==> src/rtl/apb_req_arbiter_if.sv <==
// Requester-side and bridge-side signals of the APB request arbiter.
// The master modport is the arbiter's view; slave is the environment's view.
interface apb_req_arbiter_if #(
  parameter int NREQ       = 4,
  parameter int ADDR_WIDTH = 32,
  parameter int DATA_WIDTH = 32,
  parameter int COMP       = 4
);
  logic [NREQ-1:0]            req;
  logic [NREQ-1:0]            req_write;
  logic [NREQ*ADDR_WIDTH-1:0] req_addr;
  logic [NREQ*DATA_WIDTH-1:0] req_wdata;
  logic [NREQ*COMP-1:0]       req_sel;
  logic [NREQ-1:0]            gnt;
  logic [NREQ-1:0]            done;
  logic [DATA_WIDTH-1:0]      rdata;
  logic                       busy;
  logic                       MTRANS;
  logic                       MWRITE;
  logic [COMP-1:0]            MSELx;
  logic [ADDR_WIDTH-1:0]      MADDR;
  logic [DATA_WIDTH-1:0]      MWDATA;
  logic                       PREADY;
  logic [DATA_WIDTH-1:0]      MRDATA;

  modport master (
    input  req, req_write, req_addr, req_wdata, req_sel, PREADY, MRDATA,
    output gnt, done, rdata, busy, MTRANS, MWRITE, MSELx, MADDR, MWDATA
  );

  modport slave (
    output req, req_write, req_addr, req_wdata, req_sel, PREADY, MRDATA,
    input  gnt, done, rdata, busy, MTRANS, MWRITE, MSELx, MADDR, MWDATA
  );
endinterface

==> src/rtl/apb_req_arbiter.sv <==
// Shares one APB bridge between NREQ requesters, one transfer in flight at a time.
// Define APB_ARB_FIXED_PRIO_EN for fixed lowest-index priority; default is round-robin.
module apb_req_arbiter #(
  parameter int NREQ       = 4,
  parameter int ADDR_WIDTH = 32,
  parameter int DATA_WIDTH = 32,
  parameter int COMP       = 4
) (
  input  logic              PCLK,
  input  logic              PRESET,
  apb_req_arbiter_if.master bus
);

  localparam int PW = $clog2(NREQ);

  typedef enum logic [1:0] {
    S_IDLE,
    S_ISSUE,
    S_SETUP,
    S_ACCESS
  } state_t;

  state_t                r_state;
  logic [PW-1:0]         r_winner;
  logic [NREQ-1:0]       r_done;
  logic                  r_mtrans;
  logic                  r_mwrite;
  logic [COMP-1:0]       r_msel;
  logic [ADDR_WIDTH-1:0] r_maddr;
  logic [DATA_WIDTH-1:0] r_mwdata;
  logic [DATA_WIDTH-1:0] r_rdata;

  logic                  w_found;
  logic [PW-1:0]         w_winner;
  logic [PW-1:0]         w_idx;
  logic [NREQ-1:0]       w_gnt;
  logic                  w_write;
  logic [COMP-1:0]       w_sel;
  logic [ADDR_WIDTH-1:0] w_addr;
  logic [DATA_WIDTH-1:0] w_wdata;

`ifndef APB_ARB_FIXED_PRIO_EN
  logic [PW-1:0]         r_ptr;
  logic [PW-1:0]         w_next_ptr;
`endif

  // Pick the first pending request, scanning from the RR pointer or from index 0.
  always_comb begin
    w_found  = 1'b0;
    w_winner = '0;
    w_idx    = '0;
    for (int k = 0; k < NREQ; k++) begin
`ifdef APB_ARB_FIXED_PRIO_EN
      w_idx = PW'(k);
`else
      w_idx = PW'((int'(r_ptr) + k) % NREQ);
`endif
      if (!w_found && bus.req[w_idx]) begin
        w_found  = 1'b1;
        w_winner = w_idx;
      end
    end
  end

`ifndef APB_ARB_FIXED_PRIO_EN
  assign w_next_ptr = (w_winner == PW'(NREQ - 1)) ? '0 : w_winner + 1'b1;
`endif

  always_comb begin
    w_write = 1'b0;
    w_sel   = '0;
    w_addr  = '0;
    w_wdata = '0;
    for (int i = 0; i < NREQ; i++) begin
      if (w_winner == PW'(i)) begin
        w_write = bus.req_write[i];
        w_sel   = bus.req_sel[i*COMP +: COMP];
        w_addr  = bus.req_addr[i*ADDR_WIDTH +: ADDR_WIDTH];
        w_wdata = bus.req_wdata[i*DATA_WIDTH +: DATA_WIDTH];
      end
    end
  end

  // Grant is issued in the IDLE cycle itself so it can share the cycle with the previous done.
  always_comb begin
    w_gnt = '0;
    if (r_state == S_IDLE && w_found && !PRESET) begin
      w_gnt[w_winner] = 1'b1;
    end
  end

  always_ff @(posedge PCLK) begin
    if (PRESET) begin
      r_state  <= S_IDLE;
      r_winner <= '0;
      r_done   <= '0;
      r_mtrans <= 1'b0;
      r_mwrite <= 1'b0;
      r_msel   <= '0;
      r_maddr  <= '0;
      r_mwdata <= '0;
      r_rdata  <= '0;
`ifndef APB_ARB_FIXED_PRIO_EN
      r_ptr    <= '0;
`endif
    end else begin
      r_done <= '0;
      case (r_state)
        S_IDLE: begin
          if (w_found) begin
            r_winner <= w_winner;
            r_mwrite <= w_write;
            r_msel   <= w_sel;
            r_maddr  <= w_addr;
            r_mwdata <= w_wdata;
            r_mtrans <= 1'b1;
            r_state  <= S_ISSUE;
`ifndef APB_ARB_FIXED_PRIO_EN
            r_ptr    <= w_next_ptr;
`endif
          end
        end
        S_ISSUE: begin
          r_mtrans <= 1'b0;
          r_state  <= S_SETUP;
        end
        S_SETUP: begin
          r_state <= S_ACCESS;
        end
        S_ACCESS: begin
          // No timeout: a completer that never raises PREADY stalls the arbiter.
          if (bus.PREADY) begin
            if (!r_mwrite) begin
              r_rdata <= bus.MRDATA;
            end
            r_done[r_winner] <= 1'b1;
            r_state          <= S_IDLE;
          end
        end
        default: begin
          r_state <= S_IDLE;
        end
      endcase
    end
  end

  assign bus.gnt    = w_gnt;
  assign bus.done   = r_done;
  assign bus.rdata  = r_rdata;
  assign bus.busy   = (r_state != S_IDLE) || (|r_done) || (|w_gnt);
  assign bus.MTRANS = r_mtrans;
  assign bus.MWRITE = r_mwrite;
  assign bus.MSELx  = r_msel;
  assign bus.MADDR  = r_maddr;
  assign bus.MWDATA = r_mwdata;

endmodule

==> src/flat_wrapper.sv <==
// flat-port wrapper written by rule: the top's interface ports become plain ports
module apb_req_arbiter_flat 
#(
  parameter int NREQ       = 4,
  parameter int ADDR_WIDTH = 32,
  parameter int DATA_WIDTH = 32,
  parameter int COMP       = 4
)
  (PCLK, PRESET, bus_req, bus_req_write, bus_req_addr, bus_req_wdata, bus_req_sel, bus_PREADY, bus_MRDATA, bus_gnt, bus_done, bus_rdata, bus_busy, bus_MTRANS, bus_MWRITE, bus_MSELx, bus_MADDR, bus_MWDATA);
  apb_req_arbiter_if #(.NREQ(NREQ), .ADDR_WIDTH(ADDR_WIDTH), .DATA_WIDTH(DATA_WIDTH), .COMP(COMP)) bus_i ();
  input  logic PCLK;
  input  logic PRESET;
  input wire logic [$bits(bus_i.req)-1:0] bus_req;
  input wire logic [$bits(bus_i.req_write)-1:0] bus_req_write;
  input wire logic [$bits(bus_i.req_addr)-1:0] bus_req_addr;
  input wire logic [$bits(bus_i.req_wdata)-1:0] bus_req_wdata;
  input wire logic [$bits(bus_i.req_sel)-1:0] bus_req_sel;
  input wire logic [$bits(bus_i.PREADY)-1:0] bus_PREADY;
  input wire logic [$bits(bus_i.MRDATA)-1:0] bus_MRDATA;
  output wire logic [$bits(bus_i.gnt)-1:0] bus_gnt;
  output wire logic [$bits(bus_i.done)-1:0] bus_done;
  output wire logic [$bits(bus_i.rdata)-1:0] bus_rdata;
  output wire logic [$bits(bus_i.busy)-1:0] bus_busy;
  output wire logic [$bits(bus_i.MTRANS)-1:0] bus_MTRANS;
  output wire logic [$bits(bus_i.MWRITE)-1:0] bus_MWRITE;
  output wire logic [$bits(bus_i.MSELx)-1:0] bus_MSELx;
  output wire logic [$bits(bus_i.MADDR)-1:0] bus_MADDR;
  output wire logic [$bits(bus_i.MWDATA)-1:0] bus_MWDATA;
  assign bus_i.req = bus_req;
  assign bus_i.req_write = bus_req_write;
  assign bus_i.req_addr = bus_req_addr;
  assign bus_i.req_wdata = bus_req_wdata;
  assign bus_i.req_sel = bus_req_sel;
  assign bus_i.PREADY = bus_PREADY;
  assign bus_i.MRDATA = bus_MRDATA;
  assign bus_gnt = bus_i.gnt;
  assign bus_done = bus_i.done;
  assign bus_rdata = bus_i.rdata;
  assign bus_busy = bus_i.busy;
  assign bus_MTRANS = bus_i.MTRANS;
  assign bus_MWRITE = bus_i.MWRITE;
  assign bus_MSELx = bus_i.MSELx;
  assign bus_MADDR = bus_i.MADDR;
  assign bus_MWDATA = bus_i.MWDATA;
  apb_req_arbiter #(.NREQ(NREQ), .ADDR_WIDTH(ADDR_WIDTH), .DATA_WIDTH(DATA_WIDTH), .COMP(COMP)) u_core (.PCLK(PCLK), .PRESET(PRESET), .bus(bus_i));
endmodule
==> config.mk <==
export PLATFORM = sky130hd
export DESIGN_NAME = apb_req_arbiter_flat
export DESIGN_NICKNAME = d
export VERILOG_FILES = /design/src/rtl/apb_req_arbiter_if.sv /design/src/rtl/apb_req_arbiter.sv /design/src/flat_wrapper.sv
export SDC_FILE = /design/constraint.sdc
export NUM_CORES = 1
export LEC_CHECK = 0
export CORE_AREA = 2 2 163 165
export DETAILED_ROUTE_END_ITERATION = 12
export DIE_AREA = 0 0 165 167
export GPL_ROUTABILITY_DRIVEN = 0
export GPL_TIMING_DRIVEN = 0
export PLACE_DENSITY_LB_ADDON = 0.2
export SKIP_CTS_REPAIR_TIMING = 1
export SYNTH_ARGS = -nofsm -noshare
export SYNTH_HDL_FRONTEND = slang
export SYNTH_SLANG_ARGS = --single-unit
==> constraint.sdc <==
create_clock -name PCLK -period 8.5 [get_ports PCLK]
set_input_delay 1.7 -clock PCLK [delete_from_list [all_inputs] [get_ports PCLK]]
set_output_delay 1.7 -clock PCLK [all_outputs]
set_load 0.1 [all_outputs]
# [Yosys cells after proc, flatten, opt, wreduce, memory -nomap -nowiden]
# Cells that the tools add are included.
[totals] register_bits=112 latchBits=0 mem_bits_rw=0 mem_bits_ro=0 input_bits=315 output_inout_bits=111 word_cells=100 mem_count=0
[op_classes] add_sub_neg=4 n_mul=0 div_mod_pow=0 n_lt_le_gt_ge=8 n_eq_ne=8 n_shift=0 mux=43 bitwise_logic=3 reduce_logical=24
[op_table] op="two-way mux 32 bit" n=8
[op_table] op="two-way mux 4 bit" n=5
[op_table] op="< comparator 2 x 3 -> 1 bit, second input constant" n=6
[op_table] op="two-way mux 1 bit" n=15
[op_table] op="two-way mux 2 bit" n=7
[op_table] op="binary-select mux 1 bit (select 2 bit)" n=4
[op_table] op="== test 2 bit, second input constant" n=4
[op_table] op="case mux 2 bit (4 select lines)" n=1
[op_table] op="OR reduction 4 bit" n=2
[op_table] op="logical AND 1 bit" n=7
[op_table] op="AND reduction 2 bit" n=3
[op_table] op="adder 2 x 1 -> 2 bit, second input constant" n=2
[op_table] op="adder 2 bit, second input constant" n=2
[op_table] op="demux 1 bit (select 2 bit)" n=2
[op_table] op="== test 2 x 1 -> 1 bit, second input constant" n=2
[op_table] op=">= comparator 2 x 1 -> 1 bit, second input constant" n=2
[op_table] op="logical NOT 1 bit" n=4
[op_table] op="logical NOT 2 bit" n=2
[op_table] op="nonzero test 2 bit" n=2
[op_table] op="inverter 1 bit" n=3
[op_table] op="AND reduction 3 bit" n=1
[op_table] op="OR reduction 3 bit" n=1
[op_table] op="logical OR 1 bit" n=2
[op_table] op="!= test 2 x 1 -> 1 bit, second input constant" n=1
[op_table] op="other kinds (2)" n=2

# [Depth between registers and ports, before layout]
# Gate-level depths: netlist of the first run.
[logic_depth] depth_word=19 mapped_depth=12 mapped_depth_nobuf=9

# [Worst setup path after synthesis of the first run]
# OpenSTA, ideal clock, no wires.
[synth_path] kind="input to output" from="input port bus_req[2]" to="output port bus_busy" t_arrival_ns=4.064 required_time_ns=6.800 slack_ns=2.736 stages=10 path_buffers=3 cell_sequence="inv_1 o22ai_1 o21ai_0 nand3_1 ha_1 clkbuf_1 clkbuf_1 clkbuf_1 o41ai_1 nand3_1"
[synth_between] elab_chain_cells=19 word_cells_on_any_way=32 classes_between="order compare: 2; mux: 19; reduce/logical: 11"
[synth_rtl] element="start, declared" line="flat_wrapper.sv:13" text="input wire logic [$bits(bus_i.req)-1:0] bus_req;"
[synth_rtl] element="binary-select mux 1 bit (select 2 bit)" line="apb_req_arbiter.sv:58" text="if (!w_found && bus.req[w_idx]) begin"
[synth_rtl] element="two-way mux 1 bit (not written as such)" line="apb_req_arbiter.sv:58"
[synth_rtl] element="two-way mux 1 bit" line="apb_req_arbiter.sv:58"
[synth_rtl] element="logical NOT 1 bit" line="apb_req_arbiter.sv:58"
[synth_rtl] element="logical AND 1 bit" line="apb_req_arbiter.sv:58"
[synth_rtl] element="two-way mux 1 bit" line="apb_req_arbiter.sv:58"
[synth_rtl] element="logical NOT 1 bit" line="apb_req_arbiter.sv:58"
[synth_rtl] element="logical AND 1 bit" line="apb_req_arbiter.sv:58"
[synth_rtl] element="(+3 left out)"
[synth_rtl] element="two-way mux 2 bit" line="apb_req_arbiter.sv:58"
[synth_rtl] element="< comparator 2 x 3 -> 1 bit (not written as such) / >= comparator 2 x 1 -> 1 bit (equally long branches)" line="apb_req_arbiter.sv:88" text="w_gnt[w_winner] = 1'b1;"
[synth_rtl] element="logical AND 1 bit (not written as such)" line="apb_req_arbiter.sv:88"
[synth_rtl] element="two-way mux 1 bit (not written as such)" line="apb_req_arbiter.sv:88"
[synth_rtl] element="demux 1 bit (select 2 bit)"
[synth_rtl] element="two-way mux 4 bit *" line="apb_req_arbiter.sv:87" text="if (r_state == S_IDLE && w_found && !PRESET) begin"
[synth_rtl] element="OR reduction 4 bit *" line="apb_req_arbiter.sv:150" text="assign bus.busy = (r_state != S_IDLE) || (|r_done) || (|w_gnt);"
[synth_rtl] element="logical OR 1 bit *" line="apb_req_arbiter.sv:150"
[synth_rtl] element="end, declared" line="flat_wrapper.sv:23" text="output wire logic [$bits(bus_i.busy)-1:0] bus_busy;"
# Mark *: on every way between the ends. The rest lies on a longest branch, timed or not. The select of a mux whose other input is x is not followed.

# [Final worst setup path of the first run]
[layout_path] from="input port bus_req[1]" to="output port bus_busy"
# The elaborated chain is that of the path after synthesis.

==> load_flow_metrics.sql, run 1 <==
INSERT INTO impl_metrics (metric_group, metric, value, unit) VALUES
('run_status', 'outcome', 'finished clean', ''),
('synthesis', 'postSynth.asyncResetShare', '0', ''),
('floorplan', 'initial_utilization', '0.2411', ''),
('placed_design', 'placed_instance_count', '1675', ''),
('global_route', 'grt_start_max_net_pins', '25', ''),
('cells_and_area', 'instances_no_fill', '1693', ''),
('critical_path', 'max_stage_delay', '1.17', 'ns'),
('detailed_routing', 'drt_pass1_iterations', '5', ''),
('detailed_routing', 'antenna_left', '0', ''),
('synthesis', 'synth.distinct_cells', '35', ''),
('pwr', 'cellLeakagePower', '4.218', 'nW'),
('timing', 'finalSetupViolCount', '0', ''),
('critical_path', 'end_kind', 'output port', ''),
('floorplan', 'floorplan.die_area', '27560', 'sq um'),
('timing', 'maxSlewHeadroom', '0.3062', ''),
('critical_path', 'cp_data_arrival_time', '5.86', 'ns'),
('floorplan', 'dieWidth', '165', 'microns'),
('detailed_routing', 'total_vias_in_the_final_route', '8093', ''),
('detailed_routing', 'final_routed_wire_length_divided_by_cell_count', '18.91', 'microns'),
('pwr', 'p_total', '4.133', 'mW'),
('timing', 'timing_worst_slew_pin_value', '1.037', 'ns'),
('timing', 'fin_skew', '0.02073', 'ns'),
('cells_and_area', 'final_util', '0.4347', ''),
('critical_path', 'worst_path_dominant_cell_family', 'buffers and inverters', ''),
('detailed_routing', 'drtIter0Drc', '615', ''),
('global_route', 'first_global_vias', '7956', ''),
('synthesis', 'yosys_warnings', '0', ''),
('clock_network', 'cts_root_buffer', 'sky130_fd_sc_hd__clkbuf_16', ''),
('global_route', 'grt-ovfl-total', '0', ''),
('timing', 'grt_setup_unrepaired', 'no', ''),
('critical_path', 'path_buf_inv', '5', ''),
('hold_path', 'min-delay-path-class', 'register to register', ''),
('clock_network', 'ctsHtreeMaxLevel', '3', ''),
('detailed_routing', 'drc_viols', '0', ''),
('timing', 'period_needed', '7.562', 'ns'),
('timing', 'maxClockFrequency', '132.2', 'MHz'),
('critical_path', 'critical_path_peak_fanout', '10', ''),
('floorplan', 'num_io_pins', '426', ''),
('synthesis', 'average_instance_area_after_synthesis', '6.781', 'sq um'),
('critical_path', 'worstPathCellList', 'clkdlybuf4s50_1 > or4_4 > nand3_1 > ha_1 > clkbuf_1 > clkbuf_1 > clkbuf_1 > o41ai_1 > nand3_1 > clkdlybuf4s50_1', ''),
('cells_and_area', 'nets', '1675', ''),
('synthesis', 'number_of_synthesized_register_bits', '112', ''),
('cells_and_area', 'post_synthesis_to_final_layout_area_growth', '80.30', '%'),
('clock_network', 'tritoncts', 'yes', ''),
('cells_and_area', 'drive_gt1_frac', '0.02507', ''),
('timing', 'drv_slew', '0', ''),
('synthesis', 'synth_top_flop_cell', 'sky130_fd_sc_hd__dfxtp_1', ''),
('global_route', 'global_route.usage.total', '0.2239', ''),
('run', 'maxCapViolCount', '0', ''),
('critical_path', 'crit_required', '6.80', 'ns'),
('floorplan', 'die_h', '167', 'microns'),
('floorplan', 'core.rowCount', '59', ''),
('pwr', 'p_per_area', '369.1', 'nW/um^2'),
('critical_path', 'slowest_stage', 'sky130_fd_sc_hd__clkdlybuf4s50_1', ''),
('cells_and_area', 'combined_area_of_the_multi_input_logic_cells', '3317', 'sq um'),
('timing', 'finalHoldViolCount', '0', ''),
('floorplan', 'core_region_area', '25760', 'sq um'),
('global_route', 'grt_antenna_before_repair', '2', ''),
('clock_network', 'clk-insertion-delay-late', '0.37', 'ns'),
('clock_network', 'clock_tree.buffer_depth', '2', ''),
('placed_design', 'dp.final_hpwl', '24940', 'microns'),
('critical_path', 'kind_of_critical_path', 'input port to output port', ''),
('synthesis', 'ys_seq_area_frac', '0.3610', ''),
('clock_network', 'clkTransAtPathRegs', '0.10', 'ns'),
('critical_path', 'timing.critical_path.mode_cell', 'sky130_fd_sc_hd__clkbuf_1', ''),
('detailed_routing', 'post_drt_via_cell_ratio', '4.780', ''),
('synthesis', 'synth_enable_flop_cells', '0', ''),
('timing', 'final.setup.tns', '0', 'ns'),
('pwr', 'vdd.ir_drop.worst', '0.2302', 'mV'),
('cells_and_area', 'fill_cells', '2620', ''),
('timing', 'part_of_the_cycle_the_worst_path_needs', '0.8897', ''),
('global_route', 'grt_first_pass_wirelength', '47080', 'microns'),
('synthesis', 'synth_area', '6211', 'sq um'),
('clock_network', 'cts.sinks', '112', ''),
('clock_network', 'numCtsBuffers', '9', ''),
('synthesis', 'netlist_instances', '916', ''),
('detailed_routing', 'wirelength', '32010', 'microns'),
('timing', 'fin_hold_ws', '0.4590', 'ns'),
('critical_path', 'crit_path_start_kind', 'input port', ''),
('synthesis', 'syn_nets', '1240', ''),
('cells_and_area', 'seqCellArea', '2242', 'sq um'),
('placed_design', 'place.port_buffers', '424', '');
logic make-up after synthesis:
family / Yosys count / share of synthesized area
AND/OR/NAND/NOR: 233 / 0.1501
buffers and inverters: 167 / 0.1050
AO/OA/AOI/OAI: 394 / 0.3642
flip-flops: 112 / 0.3610
multiplexers: 1 / 0.001612
adder cells (fa/ha/maj): 9 / 0.01813
through the flow:
step | setup slack (ns) | cell area (sq um)
floorplan | 2.736 | 6211
global placement | 0.8526 | 10870
detailed placement | 0.8355 | 10870
CTS | 0.8266 | 11190
global route | 0.6938 | 11200
finish | 0.9378 | 11200
metal layers:
| metal | up-vias | track usage | routed length, microns |
|---|---|---|---|
| met5 | - | 0 | 0 |
| met2 | 296 | 0.3822 | 15300 |
| met4 | 0 | 0.05860 | 621 |
| met1 | 3705 | 0.2760 | 13600 |
| li1 | 4052 | - | - |
| met3 | 40 | 0.06077 | 2484 |
where the power goes:
group,switching [mW],internal [mW]
clock network,0.244,0.217
registers,0.0814,0.672
logic,2.09,0.833
total,2.41,1.72
registers in the layout, indices dropped and copies added (netlist names):
signal,cells
u_core.bus.MTRANS,1
u_core.bus.MWDATA,32
u_core.r_winner,2
u_core.bus.rdata,32
u_core.r_state,2
u_core.bus.MSELx,4
u_core.bus.MWRITE,1
u_core.bus.MADDR,32
u_core.bus.done,4
u_core.r_ptr,2
final timing paths:
kind,start,end,slack (ns),depth (start not counted)
max reg2reg,u_core.r_ptr[0]$_SDFFE_PP0N_,u_core.bus.MWDATA[30]$_SDFFE_PP0N_,5.13,10
min reg2reg,u_core.bus.rdata[9]$_SDFFE_PP0P_,u_core.bus.rdata[9]$_SDFFE_PP0P_,0.46,2
min,u_core.bus.rdata[9]$_SDFFE_PP0P_,u_core.bus.rdata[9]$_SDFFE_PP0P_,0.46,2
max,bus_req[1],bus_busy,0.94,10
cell type report:
cell class	count	area share
Timing Repair Buffer	424	0.3790
Multi-Input combinational cell	637	0.2962
Sequential cell	112	0.2002
Tap cell	335	0.03743
Buffer	90	0.03240
Inverter	77	0.02581
Clock buffer	9	0.02011
Clock inverter	7	0.008380
Antenna cell	2	0.0004469
worst register-to-register path, delay by kind of cell, from the launching register on:
kind / cells / cell delay, ns
simple gates: 2 / 0.38
fa+ha+maj: 1 / 0.28
buf+inv: 2 / 1.19
compound gates: 5 / 1.03
flops: 1 / 0.41
Yosys cell counts, types with 2 or more instances:
cell type,instances,share of area
sky130_fd_sc_hd__and2_1,4,0.0040
sky130_fd_sc_hd__clkbuf_1,72,0.044
sky130_fd_sc_hd__ha_1,9,0.018
sky130_fd_sc_hd__o22ai_1,2,0.0020
sky130_fd_sc_hd__nand2_1,137,0.083
sky130_fd_sc_hd__nor4_1,2,0.0020
sky130_fd_sc_hd__a221oi_1,69,0.097
sky130_fd_sc_hd__nand3_1,3,0.0024
sky130_fd_sc_hd__nor2_1,78,0.047
sky130_fd_sc_hd__o21ai_0,117,0.094
sky130_fd_sc_hd__dfxtp_1,112,0.36
sky130_fd_sc_hd__nor4b_1,2,0.0028
sky130_fd_sc_hd__a21oi_1,173,0.14
sky130_fd_sc_hd__clkbuf_2,6,0.0048
sky130_fd_sc_hd__inv_1,76,0.046
sky130_fd_sc_hd__o21ai_1,24,0.019
sky130_fd_sc_hd__o41ai_1,2,0.0028
sky130_fd_sc_hd__and3_1,2,0.0020
sky130_fd_sc_hd__buf_2,8,0.0064
sky130_fd_sc_hd__buf_1,3,0.0018
cell usage in the layout (no fill, tap or decap), types with 2 or more instances in the layout:
master	n
sky130_fd_sc_hd__clkdlybuf4s50_1	424
sky130_fd_sc_hd__inv_12	2
sky130_fd_sc_hd__and3_1	2
sky130_fd_sc_hd__nor4b_1	2
sky130_fd_sc_hd__and2_1	4
sky130_fd_sc_hd__inv_6	2
sky130_fd_sc_hd__buf_2	8
sky130_fd_sc_hd__clkbuf_1	72
sky130_fd_sc_hd__ha_1	9
sky130_fd_sc_hd__clkbuf_16	9
sky130_fd_sc_hd__o41ai_1	2
sky130_fd_sc_hd__o21ai_1	24
sky130_fd_sc_hd__clkinv_8	2
sky130_fd_sc_hd__nand2_1	137
sky130_fd_sc_hd__o21ai_0	117
sky130_fd_sc_hd__nor4_1	2
sky130_fd_sc_hd__a221oi_1	69
sky130_fd_sc_hd__dfxtp_1	112
sky130_fd_sc_hd__nand3_1	3
sky130_fd_sc_hd__inv_1	76
sky130_fd_sc_hd__diode_2	2
sky130_fd_sc_hd__o22ai_1	2
sky130_fd_sc_hd__clkbuf_2	6
sky130_fd_sc_hd__a21oi_1	173
sky130_fd_sc_hd__nor2_1	78
sky130_fd_sc_hd__buf_1	3
No activity file was read; power rests on OpenSTA's default activity.
==> run 2: changes to the inputs <==
--- a/config.mk
+++ b/config.mk
@@ -5,9 +5,9 @@
 export SDC_FILE = /design/constraint.sdc
 export NUM_CORES = 1
 export LEC_CHECK = 0
-export CORE_AREA = 2 2 163 165
+export CORE_AREA = 3 3 164 166
 export DETAILED_ROUTE_END_ITERATION = 12
-export DIE_AREA = 0 0 165 167
+export DIE_AREA = 0 0 167 169
 export GPL_ROUTABILITY_DRIVEN = 0
 export GPL_TIMING_DRIVEN = 0
 export PLACE_DENSITY_LB_ADDON = 0.2
==> run 2 against run 1 <==
Against the previous run: critical path depth unchanged; clock skew decreased by 0.0033 ns; sequential share of layout area about the same; flip-flop and latch count did not move; critical path type unchanged; largest power group unchanged; highest routed layer is now met5.
==> load_flow_metrics.sql, run 2 (synthesis gave the netlist of run 1 again) <==
INSERT INTO impl_metrics (metric_group, metric, value, unit) VALUES
('run_status', 'outcome', 'finished clean', ''),
('critical_path', 'kind_of_critical_path', 'input port to output port', ''),
('timing', 'timing_worst_slew_pin_value', '1.041', 'ns'),
('timing', 'maxSlewHeadroom', '0.3036', ''),
('cells_and_area', 'final_cell_area', '11190', 'sq um'),
('placed_design', 'preCtsSetupSlack', '0.8383', 'ns'),
('pwr', 'p_per_area', '372.2', 'nW/um^2'),
('floorplan', 'core_region_area', '25760', 'sq um'),
('global_route', 'grt_start_max_net_pins', '24', ''),
('clock_network', 'clkTransAtPathRegs', '0.09', 'ns'),
('timing', 'fin_skew', '0.01747', 'ns'),
('timing', 'grt_setup_unrepaired', 'no', ''),
('placed_design', 'dp.final_hpwl', '25610', 'microns'),
('global_route', 'grt-ovfl-total', '0', ''),
('clock_network', 'clock_tree.buffer_depth', '2', ''),
('cells_and_area', 'post_synthesis_to_final_layout_area_growth', '80.22', '%'),
('floorplan', 'core.rowCount', '59', ''),
('detailed_routing', 'total_vias_in_the_final_route', '8304', ''),
('clock_network', 'cts_root_buffer', 'sky130_fd_sc_hd__clkbuf_16', ''),
('cells_and_area', 'final_util', '0.4345', ''),
('floorplan', 'dieWidth', '167', 'microns'),
('clock_network', 'clk-insertion-delay-late', '0.36', 'ns'),
('run', 'maxCapViolCount', '0', ''),
('global_route', 'global_route.peak_usage_layer', 'met2', ''),
('critical_path', 'timing.critical_path.mode_cell', 'sky130_fd_sc_hd__clkbuf_1', ''),
('detailed_routing', 'antenna_left', '0', ''),
('cells_and_area', 'instances_no_fill', '1693', ''),
('timing', 'drv_slew', '0', ''),
('critical_path', 'crit_required', '6.80', 'ns'),
('hold_path', 'worst_hold_path.num_cells', '2', ''),
('cells_and_area', 'nets', '1675', ''),
('timing', 'period_needed', '7.622', 'ns'),
('global_route', 'first_global_vias', '8343', ''),
('detailed_routing', 'wirelength', '33060', 'microns'),
('floorplan', 'num_io_pins', '426', ''),
('critical_path', 'critical_path_peak_fanout', '10', ''),
('floorplan', 'floorplan.die_area', '28220', 'sq um'),
('cells_and_area', 'drive_gt1_frac', '0.02507', ''),
('critical_path', 'critical_path_depth', '10', ''),
('timing', 'part_of_the_cycle_the_worst_path_needs', '0.8967', ''),
('clock_network', 'ctsHtreeMaxLevel', '3', ''),
('placed_design', 'place.port_buffers', '424', ''),
('timing', 'maxClockFrequency', '131.2', 'MHz'),
('global_route', 'globalRouteMet1Util', '0.2820', ''),
('detailed_routing', 'drt_pass1_iterations', '5', ''),
('placed_design', 'placed_instance_count', '1675', ''),
('global_route', 'met2_usage', '0.3710', ''),
('critical_path', 'worst_r2r_path_depth', '10', ''),
('global_route', 'use_met3', '0.06142', ''),
('clock_network', 'cts.sinks', '112', ''),
('global_route', 'grt_antenna_before_repair', '3', ''),
('critical_path', 'cp_data_arrival_time', '5.92', 'ns'),
('timing', 'finalSetupViolCount', '0', ''),
('detailed_routing', 'drc_viols', '0', ''),
('critical_path', 'slowest_stage', 'sky130_fd_sc_hd__clkdlybuf4s50_1', ''),
('critical_path', 'path_buf_inv', '5', ''),
('timing', 'final_critical_path_setup_slack', '0.8777', 'ns'),
('critical_path', 'end_kind', 'output port', ''),
('critical_path', 'crit_path_start_kind', 'input port', ''),
('clock_network', 'tritoncts', 'yes', ''),
('hold_path', 'min-delay-path-class', 'register to register', ''),
('floorplan', 'die_h', '169', 'microns'),
('cells_and_area', 'fill_cells', '2673', ''),
('detailed_routing', 'final_routed_wire_length_divided_by_cell_count', '19.53', 'microns'),
('detailed_routing', 'drtIter0Drc', '507', ''),
('critical_path', 'max_stage_delay', '1.16', 'ns'),
('timing', 'final.setup.tns', '0', 'ns'),
('cells_and_area', 'commonest_non_fill_non_tap_cell_in_the_layout', 'sky130_fd_sc_hd__clkdlybuf4s50_1', ''),
('floorplan', 'initial_utilization', '0.2411', ''),
('critical_path', 'worstPathCellList', 'clkdlybuf4s50_1 > or4_4 > nand3_1 > ha_1 > clkbuf_1 > clkbuf_1 > clkbuf_1 > o41ai_1 > nand3_1 > clkdlybuf4s50_1', ''),
('placed_design', 'postPlaceCellArea', '10870', 'sq um'),
('detailed_routing', 'post_drt_via_cell_ratio', '4.905', ''),
('cells_and_area', 'final_cell_mix', '424 x sky130_fd_sc_hd__clkdlybuf4s50_1, 173 x sky130_fd_sc_hd__a21oi_1, 137 x sky130_fd_sc_hd__nand2_1, 117 x sky130_fd_sc_hd__o21ai_0, 112 x sky130_fd_sc_hd__dfxtp_1', ''),
('pwr', 'vdd.ir_drop.worst', '0.1990', 'mV'),
('clock_network', 'numCtsBuffers', '9', ''),
('timing', 'finalHoldViolCount', '0', ''),
('pwr', 'cellLeakagePower', '4.216', 'nW'),
('critical_path', 'worst_path_dominant_cell_family', 'buffers and inverters', ''),
('global_route', 'global_route.usage.total', '0.2221', ''),
('global_route', 'grt_first_pass_wirelength', '49450', 'microns');
[run 2: cell counts in the layout (fill, tap and decap cells not counted)]
No cell type changed its count.
[run 2: final timing paths]
| check | start | end | slack, ns |
|---|---|---|---|
| max | bus_req[1] | bus_busy | 0.88 |
| max reg2reg | u_core.r_ptr[0]$_SDFFE_PP0N_ | u_core.bus.MWDATA[10]$_SDFFE_PP0N_ | 4.99 |
| min | u_core.bus.rdata[9]$_SDFFE_PP0P_ | u_core.bus.rdata[9]$_SDFFE_PP0P_ | 0.46 |
| min reg2reg | u_core.bus.rdata[9]$_SDFFE_PP0P_ | u_core.bus.rdata[9]$_SDFFE_PP0P_ | 0.46 |
[run 2: power by group]
part	internal, mW	switching [mW]	total (mW)
logic	0.833	2.12	2.95
clock network	0.216	0.247	0.463
registers	0.672	0.0802	0.752
[run 2: tightest hold or removal path, cell delays in order (launching register included)]
cell                      delay (ns)
sky130_fd_sc_hd__dfxtp_1        0.32
sky130_fd_sc_hd__nand2_1        0.05
sky130_fd_sc_hd__a21oi_1        0.05
[run 2: per-stage QoR]
stage	hold slack, ns	total power, mW
2_1_floorplan	0.4508	2.789
3_3_place_gp	0.4405	3.696
3_5_place_dp	0.4481	3.713
4_1_cts	0.4603	4.190
5_1_grt	0.4777	4.438
6_report	0.4576	4.166
[run 2: area by class of cell]
type	instances	area [sq um]	share of cell area
Inverter	77	289.0	0.02582
Sequential cell	112	2242	0.2003
Buffer	90	362.8	0.03242
Clock inverter	7	88.84	0.007937
Multi-Input combinational cell	637	3317	0.2963
Antenna cell	2	5.005	0.0004471
Timing Repair Buffer	424	4244	0.3792
Clock buffer	9	225.2	0.02012
Tap cell	335	419.2	0.03745
[run 2: per-layer routing]
layer | vias to the layer above | wire [microns]
met5 | - | 13
li1 | 4043 | -
met1 | 3865 | 14170
met4 | 2 | 778
met3 | 46 | 2453
met2 | 348 | 15650
==> run 3: changes to the inputs <==
--- a/config.mk
+++ b/config.mk
@@ -9,7 +9,6 @@
 export DETAILED_ROUTE_END_ITERATION = 12
 export DIE_AREA = 0 0 167 169
 export GPL_ROUTABILITY_DRIVEN = 0
-export GPL_TIMING_DRIVEN = 0
 export PLACE_DENSITY_LB_ADDON = 0.2
 export SKIP_CTS_REPAIR_TIMING = 1
 export SYNTH_ARGS = -nofsm -noshare
==> run 3 against run 2 <==
Against the previous run: cell count decreased by 4.8%; flip-flop and latch count stayed put; routed wire length fell by 13%; first-iteration DRC count rose by 0.79%; register-to-register slack got worse by 0.07 ns; sequential share of layout area up 0.40 points; die area unchanged; sequential power hardly changed; setup slack improved by 0.65 ns; hold slack worse by 0.0029 ns; final area down 2.0%; global-route usage fell by 3.0 points; largest cell class unchanged.
==> load_flow_metrics.sql, run 3 (synthesis gave the netlist of run 1 again) <==
INSERT INTO impl_metrics (metric_group, metric, value, unit) VALUES
('run_status', 'outcome', 'finished clean', ''),
('timing', 'fin_skew', '0.01011', 'ns'),
('hold_path', 'worst_hold_startpoint', 'u_core.bus.rdata[24]$_SDFFE_PP0P_', ''),
('critical_path', 'critical_path_peak_fanout', '68', ''),
('floorplan', 'die_h', '169', 'microns'),
('clock_network', 'clock_tree.buffer_depth', '2', ''),
('critical_path', 'cp_data_arrival_time', '5.27', 'ns'),
('timing', 'timing_worst_slew_pin_value', '1.098', 'ns'),
('critical_path', 'slowest_stage', 'sky130_fd_sc_hd__clkdlybuf4s50_1', ''),
('pwr', 'cellLeakagePower', '4.118', 'nW'),
('global_route', 'grt_start_max_net_pins', '108', ''),
('global_route', 'grt_antenna_before_repair', '2', ''),
('detailed_routing', 'final_routed_wire_length_divided_by_cell_count', '17.94', 'microns'),
('clock_network', 'tritoncts', 'yes', ''),
('cells_and_area', 'nets', '1594', ''),
('critical_path', 'timing.critical_path.mode_cell', 'sky130_fd_sc_hd__clkdlybuf4s50_1', ''),
('hold_path', 'min-delay-path-class', 'register to register', ''),
('run', 'maxCapViolCount', '0', ''),
('detailed_routing', 'drt_pass1_iterations', '5', ''),
('critical_path', 'crit_path_start_kind', 'input port', ''),
('timing', 'grt_setup_unrepaired', 'no', ''),
('timing', 'maxSlewHeadroom', '0.2680', ''),
('floorplan', 'floorplan.die_area', '28220', 'sq um'),
('critical_path', 'end_kind', 'output port', ''),
('critical_path', 'worst_r2r_path_depth', '9', ''),
('detailed_routing', 'drc_viols', '0', ''),
('timing', 'finalHoldViolCount', '0', ''),
('global_route', 'grt_first_pass_wirelength', '43280', 'microns'),
('timing', 'final_critical_path_setup_slack', '1.527', 'ns'),
('placed_design', 'dp.final_hpwl', '20240', 'microns'),
('pwr', 'p_per_area', '365.0', 'nW/um^2'),
('global_route', 'global_route.usage.total', '0.1918', ''),
('cells_and_area', 'commonest_non_fill_non_tap_cell_in_the_layout', 'sky130_fd_sc_hd__clkdlybuf4s50_1', ''),
('critical_path', 'worst_r2r_startpoint', 'u_core.r_ptr[1]$_SDFFE_PP0N_', ''),
('hold_path', 'hold_ep', 'u_core.bus.rdata[24]$_SDFFE_PP0P_', ''),
('detailed_routing', 'wirelength', '28920', 'microns'),
('timing', 'drv_slew', '0', ''),
('placed_design', 'preCtsSetupSlack', '1.506', 'ns'),
('detailed_routing', 'antenna_left', '0', ''),
('critical_path', 'max_stage_delay', '1.00', 'ns'),
('cells_and_area', 'combined_area_of_the_multi_input_logic_cells', '3377', 'sq um'),
('detailed_routing', 'drtIter0Drc', '511', ''),
('critical_path', 'crit_required', '6.80', 'ns'),
('critical_path', 'worst-r2r-setup-slack', '4.92', 'ns'),
('clock_network', 'numCtsBuffers', '9', ''),
('timing', 'part_of_the_cycle_the_worst_path_needs', '0.8203', ''),
('pwr', 'p_total', '4.006', 'mW'),
('critical_path', 'worstPathCellList', 'clkdlybuf4s50_1 > nor2b_1 > nor2_1 > o22ai_1 > inv_1 > ha_4 > o41ai_1 > nand3_1 > clkdlybuf4s50_1', ''),
('critical_path', 'kind_of_critical_path', 'input port to output port', ''),
('hold_path', 'worst_hold_path.num_cells', '2', ''),
('timing', 'final.setup.tns', '0', 'ns'),
('cells_and_area', 'post_synthesis_to_final_layout_area_growth', '76.67', '%'),
('detailed_routing', 'post_drt_via_cell_ratio', '4.777', ''),
('cells_and_area', 'fill_cells', '2684', ''),
('clock_network', 'clkTransAtPathRegs', '0.09', 'ns'),
('clock_network', 'cts_root_buffer', 'sky130_fd_sc_hd__clkbuf_16', ''),
('global_route', 'grt-ovfl-total', '0', ''),
('clock_network', 'cts.sinks', '112', ''),
('pwr', 'vdd.ir_drop.worst', '0.1680', 'mV'),
('timing', 'maxClockFrequency', '143.4', 'MHz'),
('floorplan', 'initial_utilization', '0.2411', ''),
('timing', 'period_needed', '6.973', 'ns'),
('timing', 'finalSetupViolCount', '0', ''),
('placed_design', 'place.port_buffers', '425', ''),
('critical_path', 'path_buf_inv', '3', ''),
('cells_and_area', 'final_util', '0.4259', ''),
('floorplan', 'dieWidth', '167', 'microns'),
('detailed_routing', 'total_vias_in_the_final_route', '7701', ''),
('floorplan', 'core.rowCount', '59', ''),
('cells_and_area', 'final_cell_mix', '425 x sky130_fd_sc_hd__clkdlybuf4s50_1, 173 x sky130_fd_sc_hd__a21oi_1, 137 x sky130_fd_sc_hd__nand2_1, 117 x sky130_fd_sc_hd__o21ai_0, 112 x sky130_fd_sc_hd__dfxtp_1', ''),
('floorplan', 'num_io_pins', '426', ''),
('global_route', 'first_global_vias', '7406', ''),
('floorplan', 'core_region_area', '25760', 'sq um'),
('critical_path', 'r2r-end', 'u_core.bus.MWDATA[11]$_SDFFE_PP0N_', ''),
('clock_network', 'clk-insertion-delay-late', '0.36', 'ns'),
('cells_and_area', 'seqCellArea', '2242', 'sq um'),
('cells_and_area', 'drive_gt1_frac', '0.02667', ''),
('critical_path', 'worst_path_dominant_cell_family', 'buffers and inverters', ''),
('clock_network', 'ctsHtreeMaxLevel', '3', '');
==> run 3: cell count changes in the layout (fill, tap and decap cells not counted), moves of 4 or more <==
cell / delta
sky130_fd_sc_hd__clkbuf_1: -72
sky130_fd_sc_hd__clkbuf_2: -6
sky130_fd_sc_hd__ha_4: +4
sky130_fd_sc_hd__ha_1: -4
sky130_fd_sc_hd__buf_4: +8
sky130_fd_sc_hd__buf_2: -8
==> run 3: worst register-to-register path: cells and delay by family (launching register included) <==
kind | cells | cell delay, ns
adder cells (fa/ha/maj) | 1 | 0.70
AND/OR/NAND/NOR | 1 | 0.10
flip-flops | 1 | 0.37
AO/OA/AOI/OAI | 5 | 1.28
buffers and inverters | 2 | 1.01
==> run 3: how the worst max path moves through the flow <==
stage | startpoint | end | slack, ns | depth (start not counted)
after floorplan | bus_req[2] | bus_busy | 2.74 | 10
after global placement | bus_req[0] | bus_gnt[0] | 1.57 | 7
after detailed placement | bus_req[0] | bus_busy | 1.51 | 9
after CTS | bus_req[0] | bus_busy | 1.50 | 8
after global routing | bus_req[1] | bus_busy | 1.24 | 9
final | bus_req[0] | bus_busy | 1.53 | 9
==> run 3: power breakdown <==
| group | switching [mW] | internal (mW) |
|---|---|---|
| registers | 0.0783 | 0.672 |
| clock network | 0.248 | 0.219 |
| logic | 1.99 | 0.798 |
==> run 3: layout make-up <==
class,count,share of cell area
repair buffers,433,0.3932
multi-input cells,637,0.3078
flip-flops and latches,112,0.2043
well taps,335,0.03820
inverters,77,0.02634
clock buffers,9,0.02052
clock inverters,7,0.009236
diodes,2,0.0004561
==> run 3: layer usage <==
layer / global-route usage / vias up / routed length (microns)
met4: 0.04232 / 0 / 399
met3: 0.04367 / 23 / 1740
met1: 0.2506 / 3536 / 12820
met5: 0 / - / 0
met2: 0.3247 / 260 / 13970
li1: - / 3882 / -
==> run 3: metrics by stage <==
stage | area (sq um) | hold WS (ns) | std cells
after CTS | 10970 | 0.4598 | 1610
after global routing | 10970 | 0.4769 | 1612
after floorplan | 6211 | 0.4508 | 916
after detailed placement | 10640 | 0.4467 | 1594
after global placement | 10640 | 0.4404 | 1594
final | 10970 | 0.4547 | 1612
